### config.mk
export PLATFORM = sky130hd
export DESIGN_NAME = rv3n_gsr_wb_sched
export DESIGN_NICKNAME = d
export VERILOG_FILES = /design/src/rtl/rv3n_gsr_wb_sched.sv
export SDC_FILE = /design/constraint.sdc
export NUM_CORES = 1
export LEC_CHECK = 0
export CORE_ASPECT_RATIO = 0.9
export CORE_MARGIN = 2
export CORE_UTILIZATION = 47
export CTS_CLUSTER_SIZE = 25
export DETAILED_ROUTE_END_ITERATION = 16
export HOLD_SLACK_MARGIN = 0.02
export PLACE_DENSITY = 0.75
export SLEW_MARGIN = 0
export SYNTH_ARGS = -nofsm -noshare
export SYNTH_HDL_FRONTEND = slang
export SYNTH_SLANG_ARGS = --single-unit
export TNS_END_PERCENT = 1
### constraint.sdc
create_clock -name clk -period 4.7 [get_ports clk]
set_clock_uncertainty 0.1 [all_clocks]
set_input_delay 0.47 -clock clk [delete_from_list [all_inputs] [get_ports clk]]
set_output_delay 0.47 -clock clk [all_outputs]
set_load 0.005 [all_outputs]
### src/rtl/rv3n_gsr_wb_sched.sv
// rtl/rv3n_gsr_wb_sched.sv - write-back scheduler merging lane writes and queued load returns
module rv3n_gsr_wb_sched #(
  parameter int PNUM       = 2,
  parameter int XLEN       = 32,
  parameter int RGBIT      = 5,
  parameter int LQ_DEPTH   = 4,
  parameter int STARVE_MAX = 8
) (
  input  logic                  clk,
  input  logic                  rst,
  input  logic [PNUM*RGBIT-1:0] ex2wb_order,
  input  logic [PNUM*XLEN-1:0]  ex2wb_data,
  input  logic                  mem2wb_valid,
  input  logic [RGBIT-1:0]      mem2wb_rd,
  input  logic [XLEN-1:0]       mem2wb_data,
  output logic                  mem2wb_ready,
  input  logic                  id2wb_ld_set,
  input  logic [RGBIT-1:0]      id2wb_ld_rd,
  output logic [31:0]           wb2id_busy,
  output logic                  wb2ex_hold,
  output logic [PNUM*RGBIT-1:0] wb2gsr_order,
  output logic [PNUM*XLEN-1:0]  wb2gsr_data
);

  localparam int PW = $clog2(LQ_DEPTH);
  localparam int CW = PW + 1;
  localparam int SW = $clog2(STARVE_MAX + 1);

  typedef enum logic [0:0] {S_NORMAL, S_DRAIN} state_t;

  logic [RGBIT-1:0]      q_rd   [LQ_DEPTH];
  logic [XLEN-1:0]       q_data [LQ_DEPTH];
  logic [PW-1:0]         rd_ptr, wr_ptr;
  logic [CW-1:0]         count;
  logic                  push;
  logic [CW-1:0]         pops;
  logic [PNUM*RGBIT-1:0] nxt_order;
  logic [PNUM*XLEN-1:0]  nxt_data;
  logic [PNUM-1:0]       nxt_ld, out_ld;
  logic [31:0]           busy_nxt;
  state_t                state, state_nxt;
  logic [SW-1:0]         cnt, cnt_nxt;
  logic                  stalled;

  // Queue can accept only while the registered occupancy leaves room; rd==0 returns are discarded.
  assign mem2wb_ready = (count < CW'(LQ_DEPTH));
  assign push         = mem2wb_valid && mem2wb_ready && (mem2wb_rd != '0);
  assign wb2ex_hold   = (state == S_DRAIN);

  // Fill free slots with queue heads in age order; the first head colliding with a lane rd blocks the rest.
  always_comb begin
    logic          stop;
    logic          hit;
    logic [PW-1:0] idx;
    nxt_order = ex2wb_order;
    nxt_data  = ex2wb_data;
    nxt_ld    = '0;
    pops      = '0;
    stop      = 1'b0;
    hit       = 1'b0;
    idx       = '0;
    for (int j = 0; j < PNUM; j++) begin
      if ((ex2wb_order[j*RGBIT +: RGBIT] == '0) && !stop && (pops < count)) begin
        idx = rd_ptr + PW'(pops);
        hit = 1'b0;
        for (int k = 0; k < PNUM; k++) begin
          if ((ex2wb_order[k*RGBIT +: RGBIT] != '0) &&
              (ex2wb_order[k*RGBIT +: RGBIT] == q_rd[idx])) begin
            hit = 1'b1;
          end
        end
        if (hit) begin
          stop = 1'b1;
        end else begin
          nxt_order[j*RGBIT +: RGBIT] = q_rd[idx];
          nxt_data[j*XLEN +: XLEN]    = q_data[idx];
          nxt_ld[j]                   = 1'b1;
          pops                        = pops + CW'(1);
        end
      end
    end
  end

  // Load-return storage; contents are qualified by the pointers, so no reset is needed.
  always_ff @(posedge clk) begin
    if (push) begin
      q_rd[wr_ptr]   <= mem2wb_rd;
      q_data[wr_ptr] <= mem2wb_data;
    end
  end

  // Queue pointers and occupancy; pointers wrap naturally at the power-of-two depth.
  always_ff @(posedge clk) begin
    if (rst) begin
      rd_ptr <= '0;
      wr_ptr <= '0;
      count  <= '0;
    end else begin
      if (push) wr_ptr <= wr_ptr + PW'(1);
      rd_ptr <= rd_ptr + PW'(pops);
      count  <= count + CW'(push) - pops;
    end
  end

  // Register-file write ports, plus a flag per port marking which writes came from the load queue.
  always_ff @(posedge clk) begin
    if (rst) begin
      wb2gsr_order <= '0;
      wb2gsr_data  <= '0;
      out_ld       <= '0;
    end else begin
      wb2gsr_order <= nxt_order;
      wb2gsr_data  <= nxt_data;
      out_ld       <= nxt_ld;
    end
  end

  // Pending-load flags clear as the load write is latched by the register file; a new issue wins.
  always_comb begin
    busy_nxt = wb2id_busy;
    for (int p = 0; p < PNUM; p++) begin
      if (out_ld[p]) busy_nxt[wb2gsr_order[p*RGBIT +: RGBIT]] = 1'b0;
    end
    if (id2wb_ld_set && (id2wb_ld_rd != '0)) busy_nxt[id2wb_ld_rd] = 1'b1;
    busy_nxt[0] = 1'b0;
  end

  // Scoreboard register.
  always_ff @(posedge clk) begin
    if (rst) wb2id_busy <= '0;
    else     wb2id_busy <= busy_nxt;
  end

  // Starvation FSM next state: count stalled cycles, then force lanes to hold until the queue empties.
  always_comb begin
    state_nxt = state;
    cnt_nxt   = cnt;
    stalled   = (count != '0) && (pops == '0);
    case (state)
      S_NORMAL: begin
        if (stalled) begin
          if (cnt == SW'(STARVE_MAX - 1)) begin
            state_nxt = S_DRAIN;
            cnt_nxt   = '0;
          end else begin
            cnt_nxt = cnt + SW'(1);
          end
        end else begin
          cnt_nxt = '0;
        end
      end
      S_DRAIN: begin
        cnt_nxt = '0;
        if (count == '0) state_nxt = S_NORMAL;
      end
      default: begin
        state_nxt = S_NORMAL;
        cnt_nxt   = '0;
      end
    endcase
  end

  // Starvation FSM state register.
  always_ff @(posedge clk) begin
    if (rst) begin
      state <= S_NORMAL;
      cnt   <= '0;
    end else begin
      state <= state_nxt;
      cnt   <= cnt_nxt;
    end
  end

endmodule
Yosys cells after proc, flatten, opt, wreduce, memory -nomap -nowiden --
Memory sizes are Yosys's and may differ from the RTL's. A register that Yosys moved wholly into a read port is not among the register bits. Cells that the tools add are included.
Storage, ports and cells: bits in writable memories 148, memories kept 2, bits in registers 120, output and inout port bits 108, word-level logic and storage cells 110
Operators by class: multiplexer cells 42, magnitude comparators 9, equality and inequality tests 5, bitwise operators 8, reduce and logical (&&, ||, !) cells 26, add/subtract/negate cells 7
Memories:
- q_data | words 4, width 32, read ports 2, clocked after memory_dff 1, wr ports 1, RTL line 32 | logic [XLEN-1:0] q_data [LQ_DEPTH];
- q_rd | words 4, width 5, read ports 2, clocked after memory_dff 1, wr ports 1, RTL line 31 | logic [RGBIT-1:0] q_rd [LQ_DEPTH];
Operator list (number):
- $mux 32 | 7
- $and 32x32->32 | 2
- $not 32->32 | 2
- $or 32x32->32 | 1
- $eq 5x5->1 | 4
- $mux 5 | 4
- $reduce_bool 5->1 | 4
- $mux 1 | 19
- $lt 5x6->1 const B | 3
- $demux 1 s5 | 3
- $ge 5x1->1 const B | 3
- $logic_and 1x1->1 | 14
- $logic_not 5->1 | 2
- $mux 3 | 3
- $mux 4 | 2
- $pmux 4 s2 | 1
- $logic_not 3->1 | 2
- $add 2x2->2 | 2
- $add 4x1->4 const B | 1
- $eq 4x3->1 const B | 1
- $mux 2 | 2
- $reduce_or 2->1 | 2
- $add 3x1->3 | 1
- $add 3x1->3 const B | 1
- other kinds (9) | 11

Depth between registers and ports, before layout --
An unclocked memory read counts as a cell.
depth in word-level cells 20, mapped depth 19, depth with buffers taken out 17

Worst setup path before layout --
Ideal clock, no wire load.
path kind register -> register, start point register rd_ptr[0], end point register count[2], slack 0.130 ns, stages on the path, launching flop included 20, arrival 4.342 ns, clock period less this slack 4.570 ns, cells stage by stage dfxtp_1 > buf_6 > mux4_2 > a211o_1 > a211o_1 > buf_2 > o21ai_4 > inv_4 > mux2_4 > a311oi_2 > o2111ai_1 > o41a_1 > ha_1 > nand3_1 > ha_1 > inv_1 > fa_1 > xnor2_1 > xnor2_1 > nor2_1
On the way: longest elaborated chain between the ends 10, elaborated cells on any way between the ends 12
Ends and longest elaborated chain:
- from (decl) | RTL line 33 | logic [PW-1:0] rd_ptr, wr_ptr;
- from (signal assigned) | RTL line 100 | rd_ptr <= rd_ptr + PW'(pops);
- $add 2x2->2 * | RTL line 64 | idx = rd_ptr + PW'(pops);
- $mem_v2 4x5 *
- $eq 5x5->1 | RTL line 68 | (ex2wb_order[k*RGBIT +: RGBIT] == q_rd[idx])) begin
- $logic_and 1x1->1 | RTL line 67 | if ((ex2wb_order[k*RGBIT +: RGBIT] != '0) &&
- $mux 1 | RTL line 67
- $mux 1 * | RTL line 67
- $mux 1 * | RTL line 63 | if ((ex2wb_order[j*RGBIT +: RGBIT] == '0) && !stop && (pops < count)) begin
- $mux 3 * | RTL line 72 | if (hit) begin
- $mux 3 * | RTL line 63
- $sub 3x3->3 * | RTL line 101 | count <= count + CW'(push) - pops;
- to (signal assigned) | RTL line 101
- to (decl) | RTL line 34 | logic [CW-1:0] count;
Mark *: on every way between the ends. The rest lies on a longest branch, timed or not. The select of a mux whose other input is x is not followed. A chain may end at the register's enable or synchronous reset.

==> key figures <==
Routing
  • WL/cell: ~19 um
  • Drc violations: 0
  • Routed vias: 8629
  • 1st-pass router iterations: 5
  • Via-to-Cell Ratio: around 5.7
  • Post-route antenna net violation count: 0
  • Detailed Route WL: a little under 30 mm
  • Initial DRC Count: ~740

Setup path
  • Req. time, crit path: ~5000 ps
  • Startpoint Class: flop
  • Worst R2R Path Depth: 18
  • Reg2reg end: count[2]
  • Critical path arrival: 4900 ps
  • CP startpoint: q_rd[0][0]
  • CP endpoint kind: flop
  • Critical path destination: count[2]
  • FF-to-FF setup slack: roughly 95 ps
  • CP Max Fanout: 4
  • R2R Path Start: q_rd[0][0]
  • Worst Path Class, Setup: flop to flop

Pwr
  • Static Leakage: 5.36 nW
  • Clk network pwr share: 0.366
  • Pint: approximately 4.4 mW
  • Pwr Total: slightly below 6 mW
  • Net Sw Frac: 0.245
  • PwrDens: approximately 380 nW/um^2
  • Peak VDD IR: approximately 0.00029 V
  • Share of power burned in registers: 0.484
  • NetSw: approximately 1.4 mW
  • Comb power frac: 0.151

Yosys
  • Sequential-to-total area share from yosys stat: 0.585
  • Most used DFF post-synth: edfxtp_1
  • EDFF count, synth: 148
  • Post-synth cell types: about 60
  • Asr flop ratio synth: 0
  • Ys Warns: 0
  • Cell area after synthesis: around 12000 um^2
  • Synthesized instance count: about 950
  • Post-synth top area share: 0.381
  • Yosys top cell by area: edfxtp_1
  • Syn avg cell area: 12.3 um^2
  • Area contributors post-synth: edfxtp_1 38%, dfxtp_1 20%, mux4_2 7.3%
  • Register bit count reported by yosys: 267
  • Synth Net Count: 1076

GRT
  • GR Overflow Total: 0
  • Initial antenna violation count: 1
  • GRT Total Usage: 0.225
  • First-pass GRT wire length: 46.2 mm
  • Largest net degree at the start of global routing: 80
  • Vias in the first global route: 8625

Run status
  • Status: completed

Timing
  • RSZ-0062 raised after global routing: true
  • Setup violators final: 0
  • F_max: 0.217 GHz
  • Least-Margin Pin Slew: about 1100 ps
  • Crit share post-route: 0.980
  • Max-slew violation count: 0
  • Crit path time final: 4610 ps
  • Fin. Hold Viols: 0
  • Slew headroom: 0.257

Job
  • Maxcap violations: 0

CTS
  • H-tree levels: 1
  • CTS Buf Count: 27
  • Root Driver: clkbuf_16
  • Clock transition at path regs: around 60 ps
  • Clock Tree Buf Depth: 3
  • Total clock sinks: between 200 and 300
  • CTS tree: built
  • Later-pin clock latency in the skew report: 530 ps

Floorplan
  • Cell Rows: 54
  • Die ar.: about 26000 um^2
  • Die width: 170 um
  • Num ports: between 200 and 250
  • Initial core utilization: 0.480
  • Die height: between 150 and 200 um
  • Core area: ~24000 um^2

Final layout
  • Number of fill cells: between 1500 and 2000
  • Area of the multi-input gates: 4600 um^2
  • Antenna diodes: 0
  • Reg area: around 6800 um^2
  • Syn-to-layout area delta: 32.1%
  • Final Core Density: 0.634
  • # nets final: 1323
  • Share of layout cells above drive strength 1: 0.129

Min path
  • Hold crit path type: flop to flop

Placed design
  • RePlAce Congestion: ~0.9
  • Port bufs: ~230
  • Dpl hpwl: 19.8 mm
-- cell usage in the layout (no fill, tap or decap), types with 3 or more instances in the layout --
cell type	n
a21oi_1	78
a22oi_1	62
and2_2	4
and3_1	8
and3b_1	5
buf_4	45
clkbuf_1	7
clkbuf_16	30
clkdlybuf4s50_1	225
clkinv_2	4
dfxtp_1	117
edfxtp_1	148
ha_1	8
inv_1	12
inv_4	3
inv_6	3
mux2_2	3
mux2i_1	77
mux4_2	38
nand2_1	120
nand3_1	3
nor2_1	76
nor2b_1	4
nor3_1	9
nor3b_1	12
nor4_1	3
o211ai_1	3
o21ai_0	3
o22a_1	32
or3_1	4
xnor2_1	8
xnor2_2	3
xor2_1	7
-- critical path, cell delays in order, from the launching register on --
cell and delay (ps):
edfxtp_1 410, mux4_2 530, a211o_1 290, a211o_1 310, o21ai_4 250, buf_6 150
mux2i_2 220, a311oi_2 80, buf_4 170, a221o_1 330, o41a_1 410, ha_4 180
nand3_1 100, ha_1 130, inv_1 50, fa_2 400, xnor2_2 150, xnor2_1 150
nor2_1 60
-- cells in the mapped netlist, types with 4 or more instances --
cell type / instances
edfxtp_1: 148
nand2_1: 120
dfxtp_1: 119
a21oi_1: 79
mux2i_1: 78
nor2_1: 76
a22oi_1: 62
clkbuf_1: 40
mux4_2: 38
o22a_1: 32
inv_1: 12
nor3b_1: 12
xnor2_1: 11
ha_1: 9
nor3_1: 9
and3_1: 8
xor2_1: 7
and3b_1: 5
buf_1: 5
buf_2: 5
and2_1: 4
buf_6: 4
nand3_1: 4
nor2b_1: 4
or3_1: 4
-- stage by stage --
step           setup slack (ps)  TNS, ps  instance area [um^2]  hold WS [ps]  cells
6_report                   94.7        0                 15400           360   1522
5_1_grt                   -63.1    -63.1                 15400           373   1522
4_1_cts                   0.406        0                 15300           358   1519
3_5_place_dp              -71.8    -71.8                 14400           351   1469
3_3_place_gp               13.9        0                 14400           334   1469
2_1_floorplan               130        0                 11700           318    946
-- registers in the layout, indices dropped and copies added, names as in the netlist --
signal        count
wr_ptr            2
wb2ex_hold        1
cnt               4
out_ld            2
wb2gsr_data      64
q_data          128
count             3
q_rd             20
wb2id_busy       31
wb2gsr_order     10
rd_ptr            2
-- area by class of cell --
cell class / count / area share
Tap cell: 308 / 0.0250
Sequential cell: 267 / 0.443
Multi-Input combinational cell: 610 / 0.299
Clock buffer: 37 / 0.0504
Timing Repair Buffer: 274 / 0.172
Clock inverter: 13 / 0.00714
Inverter: 13 / 0.00333
-- power groups by stage --
stage	logic, mW	clock network (mW)	registers (mW)
2_1_floorplan	0.472	0	2.83
3_3_place_gp	0.838	0	2.84
3_5_place_dp	0.854	0	2.86
4_1_cts	0.860	2.15	2.81
5_1_grt	0.956	2.24	2.83
6_report	0.873	2.12	2.81
-- how the worst min path moves through the flow --
stage / start / endpoint / depth (start not counted)
after floorplan: cnt[0] / cnt[0] / 1
after global placement: cnt[0] / cnt[0] / 1
after detailed placement: cnt[0] / cnt[0] / 1
after CTS: ex2wb_data[55] / wb2gsr_data[55] / 3
after global routing: ex2wb_data[55] / wb2gsr_data[55] / 3
final: cnt[0] / cnt[0] / 1
-- what timing repair did --
action	4_1_cts	5_1_grt
pin swaps	1	3
resized for setup	0	12
cloned	0	0
hold buffers	0	0
endpoints found under the setup margin	1	2
setup buffers	0	3
-- kinds of logic (layout without fill, tap and decap cells) --
| kind of cell | count (synthesis) | in the layout | share of synthesized area |
|---|---|---|---|
| DFF | 267 | 267 | 0.585 |
| and+or+nand+nor | 259 | 259 | 0.0989 |
| AOI/OAI and AO/OA | 201 | 201 | 0.119 |
| muxes | 120 | 120 | 0.144 |
| buffers and inverters | 69 | 337 | 0.0262 |
| xor gates and xnor gates | 19 | 19 | 0.0149 |
| adders and majority gates | 10 | 10 | 0.0114 |
| other | 1 | 1 | 0.000321 |
-- per-layer routing --
| metal | share of wire | global-route usage |
|---|---|---|
| met5 | 0.00041 | 0 |
| met4 | 0.019 | 0.0488 |
| met3 | 0.062 | 0.0412 |
| met2 | 0.49 | 0.388 |
| met1 | 0.43 | 0.297 |
(Power assumes the default switching activity.)
